===== config.mk =====
export PLATFORM = sky130hd
export DESIGN_NAME = ep_tx_arb
export DESIGN_NICKNAME = d
export VERILOG_FILES = /design/src/rtl/ep_tx_arb.sv
export SDC_FILE = /design/constraint.sdc
export NUM_CORES = 1
export LEC_CHECK = 0
export ABC_CLOCK_PERIOD_IN_PS = 2570
export BUFFER_PORTS_ARGS = -buffer_cell sky130_fd_sc_hd__buf_2
export CAP_MARGIN = 20
export CORE_AREA = 2 2 154 156
export DETAILED_ROUTE_END_ITERATION = 10
export DIE_AREA = 0 0 156 158
export GPL_TIMING_DRIVEN = 0
export PLACE_DENSITY = 0.48
export SLEW_MARGIN = 0
export SYNTH_ARGS = -nofsm -noshare
export SYNTH_HDL_FRONTEND = slang
export SYNTH_SLANG_ARGS = --single-unit

===== constraint.sdc =====
create_clock -name clk -period 2.57 [get_ports clk]
set_clock_uncertainty 0.1 [all_clocks]
set_input_delay 0.514 -clock clk [delete_from_list [all_inputs] [get_ports clk]]
set_output_delay 0.514 -clock clk [all_outputs]
set_load 0.02 [all_outputs]

===== src/rtl/ep_tx_arb.sv =====
// Round-robin owner of the endpoint TRN transmit interface: grants one requester
// at a time, muxes its TRN tx slice onto the endpoint and keeps the shared tag.
module ep_tx_arb #(
  parameter int NREQ = 4
) (
  input  logic                 clk,
  input  logic                 rst,
  input  logic [NREQ-1:0]      req_ep,
  input  logic [NREQ-1:0]      drv_ep,
  input  logic [NREQ-1:0]      tag_inc,
  output logic [NREQ-1:0]      my_trn,
  output logic [4:0]           tag_trn,
  input  logic [64*NREQ-1:0]   req_td,
  input  logic [8*NREQ-1:0]    req_trem_n,
  input  logic [NREQ-1:0]      req_tsof_n,
  input  logic [NREQ-1:0]      req_teof_n,
  input  logic [NREQ-1:0]      req_tsrc_rdy_n,
  output logic [63:0]          trn_td,
  output logic [7:0]           trn_trem_n,
  output logic                 trn_tsof_n,
  output logic                 trn_teof_n,
  output logic                 trn_tsrc_rdy_n,
  input  logic                 trn_tdst_rdy_n
);

  typedef enum logic {IDLE, GRANT} state_t;

  state_t          state, state_nxt;
  logic [2:0]      gidx, ptr, sel;
  logic            found;
  logic [NREQ-1:0] grant_oh;
  logic [NREQ-1:0] drive_sel;
  logic            owner_busy;
  logic            owner_tag;
  logic            unused_tdst_rdy;

  // The endpoint ready is fanned out to requesters outside this block.
  assign unused_tdst_rdy = trn_tdst_rdy_n;

  always_comb begin
    for (int i = 0; i < NREQ; i++) begin
      grant_oh[i] = (gidx == 3'(i));
    end
  end

  assign owner_busy = |((req_ep | drv_ep) & grant_oh);
  assign owner_tag  = |(tag_inc & grant_oh);

  // Search ptr+1, ptr+2, ... (mod NREQ) so the last owner is considered last.
  always_comb begin
    sel   = ptr;
    found = 1'b0;
    for (int k = 1; k <= NREQ; k++) begin
      for (int j = 0; j < NREQ; j++) begin
        if (!found && req_ep[j] && (j == (int'(ptr) + k) % NREQ)) begin
          found = 1'b1;
          sel   = 3'(j);
        end
      end
    end
  end

  always_ff @(posedge clk or posedge rst) begin
    if (rst) begin
      state <= IDLE;
    end else begin
      state <= state_nxt;
    end
  end

  always_comb begin
    state_nxt = state;
    case (state)
      IDLE:    if (found)       state_nxt = GRANT;
      GRANT:   if (!owner_busy) state_nxt = IDLE;
      default:                  state_nxt = IDLE;
    endcase
  end

  always_comb begin
    my_trn    = '0;
    drive_sel = '0;
    if (state == GRANT) begin
      my_trn    = grant_oh;
      drive_sel = grant_oh & drv_ep;
    end
  end

  always_ff @(posedge clk or posedge rst) begin
    if (rst) begin
      gidx <= 3'd0;
      ptr  <= 3'(NREQ - 1);
    end else if (state == IDLE && found) begin
      gidx <= sel;
      ptr  <= sel;
    end
  end

  always_ff @(posedge clk or posedge rst) begin
    if (rst) begin
      tag_trn <= 5'd0;
    end else if (state == GRANT && owner_tag) begin
      tag_trn <= tag_trn + 5'd1;
    end
  end

  // Idle values are driven unless the owner is actually driving its slice.
  always_comb begin
    trn_td         = 64'd0;
    trn_trem_n     = 8'hFF;
    trn_tsof_n     = 1'b1;
    trn_teof_n     = 1'b1;
    trn_tsrc_rdy_n = 1'b1;
    for (int i = 0; i < NREQ; i++) begin
      if (drive_sel[i]) begin
        trn_td         = req_td[i*64 +: 64];
        trn_trem_n     = req_trem_n[i*8 +: 8];
        trn_tsof_n     = req_tsof_n[i];
        trn_teof_n     = req_teof_n[i];
        trn_tsrc_rdy_n = req_tsrc_rdy_n[i];
      end
    end
  end

endmodule


### After elaboration in Yosys (flattened, before gate mapping)

Cells that the tools add are included.

* reduce and logical (&&, ||, !) cells: 59
* eq/ne operators: 15
* bitwise logic cells: 9
* multipliers: 0
* shift operators: 0
* $lt $le $gt $ge: 0
* add/sub/neg operators: 5
* div/mod/pow operators: 0
* muxes and demuxes: 57

Operators with widths (number)
* 64-bit two-way mux: 4
* 32-bit zero test: 4
* 3-bit two-way mux: 16
* 1-bit logical AND: 33
* 8-bit two-way mux: 4
* 1-bit two-way mux: 30
* 3-bit == test, first input constant: 8
* 1-bit zero test: 15
* 4-bit AND: 3
* 2-bit by 3-bit == test with 1-bit output, first input constant: 4
* 4-bit two-way mux: 2
* 2-bit OR reduction: 4
* 4-bit OR reduction: 2
* 3-bit by 2-bit == test with 1-bit output, second input constant: 2
* 5-bit by 1-bit adder with 5-bit output, second input constant: 1
* 2-bit by 1-bit adder with 2-bit output, second input constant: 2
* 2-bit adder, second input constant: 2
* 1-bit AND, first input constant: 4
* 4-bit bitwise OR: 1
* 3-bit by 1-bit == test with 1-bit output, second input constant: 1
* 3-bit zero test: 1
* 1-bit one-hot mux with 2 select lines: 1
* 1-bit inverter: 1

* bits in latches: 0
* bits in writable memories: 0
* bits in read-only memories: 0
* output and inout bits: 84
* input bits: 315
* register bits after elaboration: 12
* word-level logic and storage cells: 149
* memories kept: 0

### Logic depth before layout (Yosys ltp)

* word-level depth: 68
* depth in mapped cells: 7

### Least setup slack after synthesis

No wires, ideal clock.

* path kind: input to output
* start point: in drv_ep[3]
* end point: out trn_td[11]
* arrival: 1.621 ns
* setup slack: 0.335 ns
* stages: 5
* path through: nand2_1 clkbuf_1 clkbuf_1 o21ai_0 a31oi_1

* longest elaborated chain between the ends: 3

Ends and longest elaborated chain
* start, declared: line 9 `input logic [NREQ-1:0] drv_ep,`
* 4-bit AND: line 85 `drive_sel = grant_oh & drv_ep;`
* 4-bit two-way mux: line 83 `if (state == GRANT) begin`
* 64-bit two-way mux: line 115 `if (drive_sel[i]) begin`
* end, declared: line 18 `output logic [63:0] trn_td,`

Every way passes these cells.

### Worst setup path after layout

* start point: reg gidx[0]
* end point: out trn_td[48]

* longest elaborated chain between the ends: 7
* elaborated cells between the ends (all ways): 10

Ends and longest elaborated chain
* start, declared: line 29 `logic [2:0] gidx, ptr, sel;`
* start signal, assigned: line 94 `gidx <= sel;`
* 3-bit zero test: line 42 `grant_oh[i] = (gidx == 3'(i));`
* 4-bit AND (*): line 85
* 4-bit two-way mux (*): line 83
* 64-bit two-way mux (3 in series): line 115
* 64-bit two-way mux (*): line 115

Every way passes the cells marked *; elsewhere a longest branch is shown, timed or not.

==> impl_metrics.py <==
metrics = {
    "outcome": {
        "run_status": "complete, but fails checks",
        "violations": "negative setup slack",
    },
    "floorplan": {
        "fp-row-count": 56,
        "ios": 399,
        "die_width_um": 156,
        "fp.dieH_um": 158,
        "core_sq_um": 23100,
        "initial_core_util_pct": 15.1,
        "die-area_sq_um": 24600,
    },
    "sta": {
        "grt_setup_unrepaired": "yes",
        "tns_ns": -0.387,
        "slew_headroom_pct": 67.9,
        "final_max_slew_viol_count": 0,
        "hold_violations": 0,
        "max_freq_mhz": 378,
        "period_share_pct": 103,
        "fin_ws_ns": -0.0757,
        "worstMarginPinSlew_ns": 0.482,
        "setup_viol": 15,
        "post-route-min-period_ns": 2.65,
    },
    "clock_tree": {
        "cts_buffer_depth": 2,
        "numCtsBuffers": 3,
        "root_buffer": "clkbuf_16",
        "cts_sinks": 10,
        "cts_tree": "yes",
        "clk_latency_ns": 0.23,
        "htree_levels": 1,
        "path_clk_slew_ns": 0.04,
        "ctsHoldBuffers": 0,
    },
    "critical_path": {
        "r2r-start": "gidx[0]$_DFFE_PP0P_",
        "crit_start": "gidx[0]$_DFFE_PP0P_",
        "rr_worst_depth": 4,
        "crit_arrival_ns": 2.03,
        "regToRegEndpoint": "tag_trn[1]$_DFFE_PP0P_",
        "critPathKind": "reg2out",
        "cp-end-kind": "output pin",
        "path_cells": "and3b_1, buf_12, buf_6, a21o_1, a222oi_1, a31oi_2, buf_4",
        "rrSetupSlack_ns": 0.81,
        "setup.worst_path.start_class": "flip-flop",
        "worstPathRequired_ns": 1.96,
        "cp_max_fo": 10,
        "max_stage_delay_ns": 0.44,
        "slowest_stage": "dfrtp_2",
    },
    "logic_synthesis": {
        "synth-xor-area-share_pct": 1.01,
        "yosys.area_share.simple_pct": 15.8,
        "synth-compound-area-share_pct": 62.7,
        "synth_top_family_by_area": "compound AO/OA/AOI/OAI gates",
        "synthMuxAreaShare_pct": 1.19,
        "ys_types": 37,
        "synthCells": 533,
        "seq_area_frac_synth_pct": 7.28,
        "yosys_warnings": 0,
        "synth-seq-cells": 10,
        "synth_fp_nets": 849,
        "synth_area_sq_um": 3470,
        "synth.avg_cell_area_sq_um": 6.52,
        "synth_fa_ha_area_share_pct": 0.360,
    },
    "routing": {
        "wl_met1_um": 10500,
        "drc_errors": 0,
        "wl_per_cell_um": 20.6,
        "drtIter0Drc": 970,
        "first_pass_iters": 6,
        "top_layer": "met4",
        "via_count": 6361,
        "met3_length_um": 2020,
        "vias_per_cell": 5.16,
        "wl_met2_um": 12600,
        "ant_nets": 0,
        "routed_wl_um": 25400,
    },
    "grt": {
        "grt_pass1_wl_um": 35600,
        "antenna_found_initial": 2,
        "grt_overflow": 0,
        "first_global_vias": 6208,
        "grt_use_total_pct": 18.6,
        "grt_max_degree": 11,
    },
    "finish": {
        "final_common_cell": "buf_2",
        "synthToLayoutAreaGrowth_pct": 84.1,
        "layout.nets": 1259,
        "layout_common_cells": "buf_2, nand2_1, o21ai_0, a21o_1, a222oi_1",
        "multiInputGateArea_sq_um": 2870,
        "register_area_sq_um": 255,
        "drive_above_1_share_pct": 52.8,
        "n_fill_cell": 2640,
    },
    "min_path": {
        "hold_path.class": "in2async",
    },
    "power": {
        "pwr-share-comb_pct": 90.3,
        "intPower_mw": 2.78,
        "power.total_mw": 6.35,
        "p_seq_share_pct": 5.5,
        "switching_share_pct": 56.2,
        "leakage_nw": 3.50,
        "power.density_nw_per_um2": 993,
        "p_clk_share_pct": 4.3,
        "switchingPower_mw": 3.57,
        "ir_drop_uv": 385,
    },
    "placement": {
        "gp_congestion": 0.845,
        "dp_slack_ns": -0.687,
        "place_hpwl_um": 19700,
        "port_buffers": 397,
    },
    "job": {
        "maxCapViolations": 0,
    },
}
==> cells by family (layout without fill, tap and decap cells) <==
group | Yosys count | count (layout)
xor gates and xnor gates | 4 | 4
muxes | 4 | 4
and+or+nand+nor | 126 | 126
DFF | 10 | 10
AOI/OAI and AO/OA | 311 | 311
buffers and inverters | 77 | 485
other | 0 | 2
adders and majority gates | 1 | 1
==> registers in the layout, indices dropped and copies added, names as in the netlist <==
register and flops:
ptr 2, tag_trn 5, state 1, gidx 2
==> layer usage <==
metal	up-vias	track usage [%]
met4	0	3.10
met1	2998	23.7
li1	2969	-
met5	-	0
met2	368	33.8
met3	26	2.55
==> worst max-delay path: cells and delay by family, from the launching register on <==
family | cells | cell delay (ns)
simple gates | 1 | 0.23
compound gates | 3 | 0.63
flops | 1 | 0.44
buf+inv | 3 | 0.48
==> final cells by class <==
class	instances	area share, %
multi-input combinational	446	44.8
timing repair buffer	405	33.6
buffer	75	10.5
tap	290	5.67
sequential	10	3.99
clock buffer	3	1.17
inverter	2	0.117
antenna	2	0.0783
==> synth_stat cells, drive strengths merged <==
| master | n | area (sq um) |
|---|---|---|
| o21ai | 77 | 385 |
| buf | 42 | 274 |
| nand4bb | 1 | 11.3 |
| o22ai | 1 | 6.26 |
| ha | 1 | 12.5 |
| inv | 2 | 7.51 |
| nor3b | 1 | 7.51 |
| o22a | 11 | 96.3 |
| a21oi | 26 | 130 |
| nor2b | 1 | 6.26 |
| nor4 | 2 | 12.5 |
| dfrtp | 8 | 200 |
| a211oi | 1 | 7.51 |
| nand2b | 4 | 25.0 |
| and2 | 1 | 6.26 |
| mux2i | 3 | 30.0 |
| a2111oi | 1 | 15.0 |
| or2 | 1 | 6.26 |
| nand4 | 2 | 12.5 |
| nor3 | 3 | 15.0 |
| xnor2 | 3 | 26.3 |
| clkbuf | 33 | 124 |
| xor2 | 1 | 8.76 |
| nor2 | 21 | 78.8 |
| a222oi | 64 | 641 |
| dfstp | 2 | 52.6 |
| mux2 | 1 | 11.3 |
| nand3b | 2 | 15.0 |
| and3b | 4 | 35.0 |
| nand2 | 80 | 300 |
| a31oi | 64 | 400 |
| a21o | 66 | 495 |
| and3 | 2 | 12.5 |
| nand3 | 1 | 5.00 |
==> power groups by stage <==
| stage | sequential, mW | clock (mW) | combinational [mW] |
|---|---|---|---|
| global placement | 0.336 | 0 | 5.20 |
| floorplan | 0.369 | 0 | 3.29 |
| detailed placement | 0.337 | 0 | 5.20 |
| CTS | 0.347 | 0.273 | 5.54 |
| global route | 0.365 | 0.284 | 6.18 |
| finish | 0.348 | 0.271 | 5.73 |
==> timing repair <==
item / in CTS / in global routing
hold endpoints to repair: 0 / 0
setup buffers: 4 / 1
pin swaps: 3 / 4
resized for setup: 99 / 58
endpoints found under the setup margin: 75 / 74
cloned: 1 / 2
==> worst max path at each step <==
stage,to,slack [ns]
after detailed placement,trn_td[17],-0.69
final,trn_td[48],-0.08
after global placement,trn_td[17],-0.66
after CTS,trn_td[48],-0.05
after global routing,trn_td[48],-0.15
after floorplan,trn_td[11],0.33
==> through the flow <==
stage               util (%)  instance area (sq um)  hold slack (ns)  cells
global route            27.7                   6390            0.184   1232
finish                  27.7                   6390            0.145   1233
detailed placement      25.3                   5820            0.358   1220
global placement        25.3                   5820            0.357   1220
CTS                     26.9                   6200            0.169   1228
floorplan                  -                   3470            0.253    533
Note: power is estimated with default switching activity, not from simulation.
